File: src/rtl/ex_hazard_ctrl.sv
// Execute-stage sequencing controller: owns every stall/flush/redirect
// decision (load-use stalls, taken redirects, RET wait, halt, error).
module ex_hazard_ctrl #(
    parameter int unsigned LOAD_STALL_CYCLES = 1,
    parameter int unsigned RET_TIMEOUT       = 12
) (
    input  logic       clk,
    input  logic       rst_n,
    input  logic       id_valid,
    input  logic [3:0] id_rs1,
    input  logic [3:0] id_rs2,
    input  logic       id_uses_rs1,
    input  logic       id_uses_rs2,
    input  logic       id_ret,
    input  logic       id_halt,
    input  logic       ex_mem_read,
    input  logic [3:0] ex_reg_rd,
    input  logic       ex_pc_update_done,
    input  logic       ex_pc_src,
    input  logic       mem_ret_wb,
    output logic       pc_write,
    output logic       ifid_write,
    output logic       ifid_flush,
    output logic       idex_flush,
    output logic       pc_sel_update,
    output logic       halted,
    output logic       err,
    output logic [2:0] state
);

    localparam int unsigned CNT_W = 4;
    localparam bit          MULTI_STALL = (LOAD_STALL_CYCLES > 1);
    localparam logic [CNT_W-1:0] STALL_INIT =
        CNT_W'(MULTI_STALL ? LOAD_STALL_CYCLES - 2 : 0);
    localparam logic [CNT_W-1:0] RET_INIT = CNT_W'(RET_TIMEOUT - 1);

    typedef enum logic [2:0] {
        ST_RUN        = 3'd0,
        ST_LOAD_STALL = 3'd1,
        ST_RET_WAIT   = 3'd2,
        ST_HALT       = 3'd3,
        ST_ERROR      = 3'd4
    } state_e;

    state_e           state_q, state_d;
    logic [CNT_W-1:0] cnt_q, cnt_d;
    logic             luh;
    logic             tk;

    // Hazard and redirect qualifiers; r0 is never a hazard source
    assign luh = id_valid & ex_mem_read & (ex_reg_rd != 4'd0) &
                 ((id_uses_rs1 & (id_rs1 == ex_reg_rd)) |
                  (id_uses_rs2 & (id_rs2 == ex_reg_rd)));
    assign tk  = ex_pc_update_done & ex_pc_src;

    assign state = state_q;

    // State and counter registers
    always_ff @(posedge clk or negedge rst_n) begin
        if (!rst_n) begin
            state_q <= ST_RUN;
            cnt_q   <= '0;
        end else begin
            state_q <= state_d;
            cnt_q   <= cnt_d;
        end
    end

    // Next-state and counter update
    always_comb begin
        state_d = state_q;
        cnt_d   = cnt_q;
        case (state_q)
            ST_RUN: begin
                if (tk) begin
                    state_d = ST_RUN;
                end else if (id_valid && id_halt) begin
                    state_d = ST_HALT;
                end else if (id_valid && id_ret) begin
                    state_d = ST_RET_WAIT;
                    cnt_d   = RET_INIT;
                end else if (luh && MULTI_STALL) begin
                    state_d = ST_LOAD_STALL;
                    cnt_d   = STALL_INIT;
                end
            end
            ST_LOAD_STALL: begin
                if (tk || (cnt_q == '0)) begin
                    state_d = ST_RUN;
                    cnt_d   = '0;
                end else begin
                    cnt_d = cnt_q - 1'b1;
                end
            end
            ST_RET_WAIT: begin
                if (mem_ret_wb) begin
                    state_d = ST_RUN;
                    cnt_d   = '0;
                end else if (cnt_q == '0) begin
                    state_d = ST_ERROR;
                end else begin
                    cnt_d = cnt_q - 1'b1;
                end
            end
            ST_HALT:  state_d = ST_HALT;
            ST_ERROR: state_d = ST_ERROR;
            default:  state_d = ST_ERROR;
        endcase
    end

    // Pipeline control outputs, combinational from state and inputs
    always_comb begin
        pc_write      = 1'b1;
        ifid_write    = 1'b1;
        ifid_flush    = 1'b0;
        idex_flush    = 1'b0;
        pc_sel_update = 1'b0;
        halted        = 1'b0;
        err           = 1'b0;
        case (state_q)
            ST_RUN: begin
                if (tk) begin
                    ifid_flush    = 1'b1;
                    idex_flush    = 1'b1;
                    pc_sel_update = 1'b1;
                end else if (id_valid && id_halt) begin
                    pc_write   = 1'b0;
                    ifid_write = 1'b0;
                end else if (id_valid && id_ret) begin
                    pc_write = 1'b1;
                end else if (luh) begin
                    pc_write   = 1'b0;
                    ifid_write = 1'b0;
                    idex_flush = 1'b1;
                end
            end
            ST_LOAD_STALL: begin
                if (tk) begin
                    ifid_flush    = 1'b1;
                    idex_flush    = 1'b1;
                    pc_sel_update = 1'b1;
                end else begin
                    pc_write   = 1'b0;
                    ifid_write = 1'b0;
                    idex_flush = 1'b1;
                end
            end
            ST_RET_WAIT: begin
                pc_write   = 1'b0;
                ifid_flush = 1'b1;
                idex_flush = 1'b1;
                if (mem_ret_wb) begin
                    pc_write      = 1'b1;
                    pc_sel_update = 1'b1;
                end
            end
            ST_HALT: begin
                pc_write   = 1'b0;
                ifid_write = 1'b0;
                idex_flush = 1'b1;
                halted     = 1'b1;
            end
            default: begin
                pc_write   = 1'b0;
                ifid_write = 1'b0;
                ifid_flush = 1'b1;
                idex_flush = 1'b1;
                err        = 1'b1;
            end
        endcase
    end

endmodule
File: config.mk
export PLATFORM = sky130hd
export DESIGN_NAME = ex_hazard_ctrl
export DESIGN_NICKNAME = d
export VERILOG_FILES = /design/src/rtl/ex_hazard_ctrl.sv
export SDC_FILE = /design/constraint.sdc
export NUM_CORES = 1
export LEC_CHECK = 0
export ABC_AREA = 0
export CORE_MARGIN = 1
export CORE_UTILIZATION = 41
export DETAILED_ROUTE_END_ITERATION = 8
export PLACE_DENSITY = 0.84
export SETUP_SLACK_MARGIN = 0.3
export SLEW_MARGIN = 15
export SYNTH_ARGS = -nofsm -noshare
export SYNTH_HDL_FRONTEND = slang
export SYNTH_SLANG_ARGS = --single-unit
File: constraint.sdc
create_clock -name clk -period 4.2 [get_ports clk]
set_input_delay 0.84 -clock clk [delete_from_list [all_inputs] [get_ports clk]]
set_output_delay 0.84 -clock clk [all_outputs]
set_load 0.03 [all_outputs]
Word-level counts from Yosys, hierarchy flattened
Cells that the tools add are included.
{ "totals": {"elab_cells": 64, "ff_bits": 7, "out_inout_bits": 10} }
{ "classes": {"addsub": 1, "eq_ne": 12, "reduce_logical": 11, "mux": 31, "bitwise": 7} }
{ "ops": {"columns": ["op", "n"], "rows": [
  ["2-to-1 mux 4 bit", 6],
  ["2-to-1 mux 3 bit", 6],
  ["2-to-1 mux 1 bit", 13],
  ["one-hot mux 3 bit (4 select lines)", 1],
  ["one-hot mux 4 bit (3 select lines)", 1],
  ["equality test 4 bit", 2],
  ["inequality test 2 bit (second input constant)", 4],
  ["bitwise AND 1 bit", 6],
  ["equality test 3 x 2 -> 1 bit (second input constant)", 2],
  ["inequality test 3 bit (second input constant)", 2],
  ["one-hot mux 1 bit (3 select lines)", 2],
  ["AND reduction 5 bit", 1],
  ["zero test 4 bit", 1],
  ["inequality test 4 bit (second input constant)", 1],
  ["one-hot mux 1 bit (2 select lines)", 2],
  ["nonzero test 4 bit", 1],
  ["OR reduction 4 bit", 1],
  ["subtractor 4 x 1 -> 4 bit (second input constant)", 1],
  ["equality test 3 x 1 -> 1 bit (second input constant)", 1],
  ["zero test 3 bit", 1],
  ["AND reduction 3 bit", 1],
  ["nonzero test 3 bit", 1],
  ["logical AND 1 bit", 2],
  ["OR reduction 2 bit", 1],
  ["2 further kinds", 2]
]} }

Logic depth before layout (Yosys ltp)
{ "depth": {"depth_word": 9, "ltp_mapped": 7, "depth_no_buf": 7} }

Worst setup path before layout
OpenSTA, ideal clock, no wires.
{ "synth_path": {"path_kind": "input to output", "start": "input port ex_reg_rd[0]", "end": "output port pc_write", "stages": 4, "setup_slack_ns": 0.949, "arrival_time_ns": 2.411, "cell_sequence": "or4_1 nand4_1 o22ai_1 o32ai_1"} }
{ "synth_via": {"elab_chain_len": 9, "elab_cells_between_ends": 13, "cone_classes": "eq/ne (2); mux (5); bitwise (5); reduce/logical (1)"} }
{ "synth_rtl": {"columns": ["element", "line_no", "source"], "rows": [
  ["from (decl)", "17", "input logic [3:0] ex_reg_rd,"],
  ["equality test 4 bit, on equally long branches", "52, 53", null],
  ["bitwise AND 1 bit, on equally long branches", "52, 53", null],
  ["OR 1 bit", "52", "((id_uses_rs1 & (id_rs1 == ex_reg_rd)) |"],
  ["bitwise AND 1 bit (*)", "51", "assign luh = id_valid & ex_mem_read & (ex_reg_rd != 4'd0) &"],
  ["2-to-1 mux 1 bit (*)", "131", "end else if (luh) begin"],
  ["2-to-1 mux 1 bit (*)", "129", "end else if (id_valid && id_ret) begin"],
  ["2-to-1 mux 1 bit (*)", "126", "end else if (id_valid && id_halt) begin"],
  ["2-to-1 mux 1 bit (*)", "122", "if (tk) begin"],
  ["one-hot mux 1 bit (3 select lines) (*)", "120", "case (state_q)"],
  ["to (decl)", "21", "output logic pc_write,"]
]} }
Mark *: on every way between the ends. The rest lies on a longest branch, timed or not.

Worst setup path after layout
{ "layout_path": {"start": "input port ex_reg_rd[0]", "end": "output port idex_flush"} }
{ "layout_via": {"elab_chain_len": 9, "elab_cells_between_ends": 13, "cone_classes": "eq/ne (2); mux (5); bitwise (5); reduce/logical (1)"} }
{ "layout_rtl": {"columns": ["element", "line_no", "source"], "rows": [
  ["equality test 4 bit, on equally long branches", "52, 53", null],
  ["bitwise AND 1 bit, on equally long branches", "52, 53", null],
  ["OR 1 bit", "52", null],
  ["bitwise AND 1 bit (*)", "51", null],
  ["2-to-1 mux 1 bit (*)", "131", null],
  ["2-to-1 mux 1 bit (*)", "129", null],
  ["2-to-1 mux 1 bit (*)", "126", null],
  ["2-to-1 mux 1 bit (*)", "122", null],
  ["2-to-1 mux 1 bit (*)", null, null],
  ["to (decl)", "24", "output logic idex_flush,"]
]} }
Marks and branches as above.

==> summary.txt <==
status -> finished, final reports clean
Netlist cell types -> 34
relative slew slack -> 65.0%
Final Net Count -> 144
final WL -> 1650 um
final worst-path cycle share -> 88.0%
WP data arrival -> 2.86 ns
initial antenna violation count -> 0
Detailed Routing Iterations Pass 1 -> 4
share of cells above drive strength 1 -> 7.63%
via/cell ratio -> 5.31
Max Slew Vio Count -> 0
Syn Nets -> 111
Post-Syn Area -> 679 sq um
Mapped Avg Cell Area -> 7.90 sq um
Post-route DRC -> 0
fill count -> 123
Die Ht -> 42.7 um
TritonCTS clock tree -> built
worst setup path class -> input port to primary output
Initial Utilization -> 44.6%
Hold Path Depth -> 1
full die area -> 1820 sq um
slowest stage cell on the critical path -> clkdlybuf4s50_1
R2R setup slack -> 2.25 ns
minimum clock period -> 3.70 ns
VDD IR max -> 0.000394 V
FF/Latch Area -> 175 sq um
postcts setup bufs -> 0
cells on worst reg2reg path -> 6
vias in the first global route -> 702
Hold Violations, Final -> 0
endpoint class of the critical path -> primary output
reg2reg start -> cnt_q[0]
slowest stage delay, CP -> 0.61 ns
worst slew pin tran -> 0.524 ns
Post-synth EDFFs -> 0
Chip Width -> 42.7 um
CP cell instances -> clkdlybuf4s50_1 -> or4_1 -> nand4_1 -> o22ai_1 -> nand2_1 -> nand3_1 -> clkdlybuf4s50_1
CP delay by family, top -> buffers and inverters
DR WL/cell -> 12.3 um
gpl congestion -> 0.748
flop and latch count out of synthesis -> 7
Core ar. -> 1520 sq um
most frequent cells in the layout -> clkdlybuf4s50_1, nor2_1, xnor2_1
cell taking the most area after synthesis -> dfrtp_1
commonest non-fill, non-tap cell in the layout -> clkdlybuf4s50_1
Hold Path Class -> flop to flop
PwrDens -> 616 nW/um^2
warnings from Yosys -> 0
sequential share of the synthesized area -> 25.8%
WHS -> 0.557 ns
clk buf depth -> 2
diodes inserted -> 0
post-synthesis async set-or-reset flop share -> 100%
clk slew on worst S/H paths -> 0.05 ns
Iter 0 DRT Violations -> 9
startpoint class of the critical path -> input port
# hold bufs at CTS -> 0
H-tree depth -> 1
setup ws final -> 0.503 ns
Lkg Pwr -> 0.411 nW
P&R area growth vs syn -> 51.6%
Num CTS Buffers -> 3
prevailing post-synth register cell -> dfrtp_1
final-report setup violation count -> 0
largest net degree at the start of global routing -> 18
Final Power -> 0.634 mW
clock sinks -> 7
Final Non-Filler Cells -> 134
Buffers on Ports -> 32
pre-CTS setup slack -> 0.271 ns
DP HPWL -> 1400 um
post-synth top area share -> 25.8%
All-Layer GR Usage -> 21.2%
Setup TNS Final -> 0 ns
gr ovfl total -> 0
number of buffers and inverters on the critical path -> 2
Placed Cells -> 130
Final ANT Viol Nets -> 0
worst hold endpoint -> cnt_q[1]
FP Rows -> 14
Post-Syn Instances -> 86
first-pass GRT wire length -> 2990 um
Critical Path RT -> 3.36 ns
Max Fanout on Critical Path -> 3
top cells by area, synth -> dfrtp_1, xnor2_1, nor2_1
cell mode on critical path -> clkdlybuf4s50_1
source of the worst hold timing path -> cnt_q[1]
worst skew pair latency -> 0.25 ns
reg2reg end -> cnt_q[1]
# Max-Cap Violations -> 0
clk_skew -> 0.00476 ns
clock root cell -> clkbuf_4
DR vias -> 711
area of the multi-input gates -> 468 sq um
unrepaired setup endpoints after global routing -> false
maximum clock rate -> 0.271 GHz
Top Ports -> 33
logic make-up after synthesis:
| kind of cell | count (synthesis) | synth area share [%] |
|---|---|---|
| muxes | 2 | 3.31 |
| and+or+nand+nor | 36 | 29.8 |
| DFF | 7 | 25.8 |
| AOI/OAI and AO/OA | 21 | 20.4 |
| buffers and inverters | 9 | 5.34 |
| xor gates and xnor gates | 9 | 11.6 |
| adders and majority gates | 2 | 3.68 |
repair_timing:
| action | in CTS | in global routing |
|---|---|---|
| resized for setup | 1 | 1 |
| endpoints found under the hold margin | 0 | 0 |
| endpoints found under the setup margin | 1 | 1 |
layer usage:
metal	vias to the layer above	wire length [um]	global-route usage, %
met2	20	800	34.2
met3	2	55	3.40
met1	315	779	27.7
met5	-	0	0
met4	0	13	9.38
li1	374	-	-
per-stage QoR:
step	instance area [sq um]	util, %
3_5_place_dp	1000	65.8
5_1_grt	1030	67.6
6_report	1030	67.6
3_3_place_gp	1000	65.8
4_1_cts	1030	67.4
2_1_floorplan	679	-
sequential cells by signal, indices dropped and copies added (netlist names):
signal and flops:
state 3, cnt_q 4
cells in the mapped netlist (2+ instances only):
master	n
clkbuf_1	2
or3_1	2
nand2_1	6
nor2_1	10
or4_1	2
o22ai_1	2
nand3_1	3
buf_2	2
xnor2_1	9
nand4_1	2
dfrtp_1	7
o21ai_1	5
a21oi_1	6
inv_1	5
a31oi_1	2
ha_1	2
mux2_2	2
power breakdown:
part / internal [mW] / switching [mW] / total, mW
clock network: 0.0361 / 0.0233 / 0.0594
logic: 0.192 / 0.221 / 0.413
registers: 0.0967 / 0.0655 / 0.162
total: 0.325 / 0.310 / 0.634
worst max path at each step:
stage                 startpoint    endpoint  cells past startpoint  slack [ns]
finish              ex_reg_rd[0]  idex_flush                      7        0.50
global route        ex_reg_rd[0]  idex_flush                      7        0.39
CTS                 ex_reg_rd[0]  ifid_write                      6        0.40
detailed placement  ex_reg_rd[0]    pc_write                      6        0.27
global placement    ex_reg_rd[0]    pc_write                      6        0.32
floorplan           ex_reg_rd[0]    pc_write                      4        0.95
cell type report:
class                           count  share of cell area [%]
Sequential cell                     7                    17.0
Inverter                            5                    1.82
Clock buffer                        4                    2.55
Timing Repair Buffer               32                    31.2
Tap cell                           16                    1.94
Multi-Input combinational cell     70                    45.4
Power figures use the tool's default switching activity.
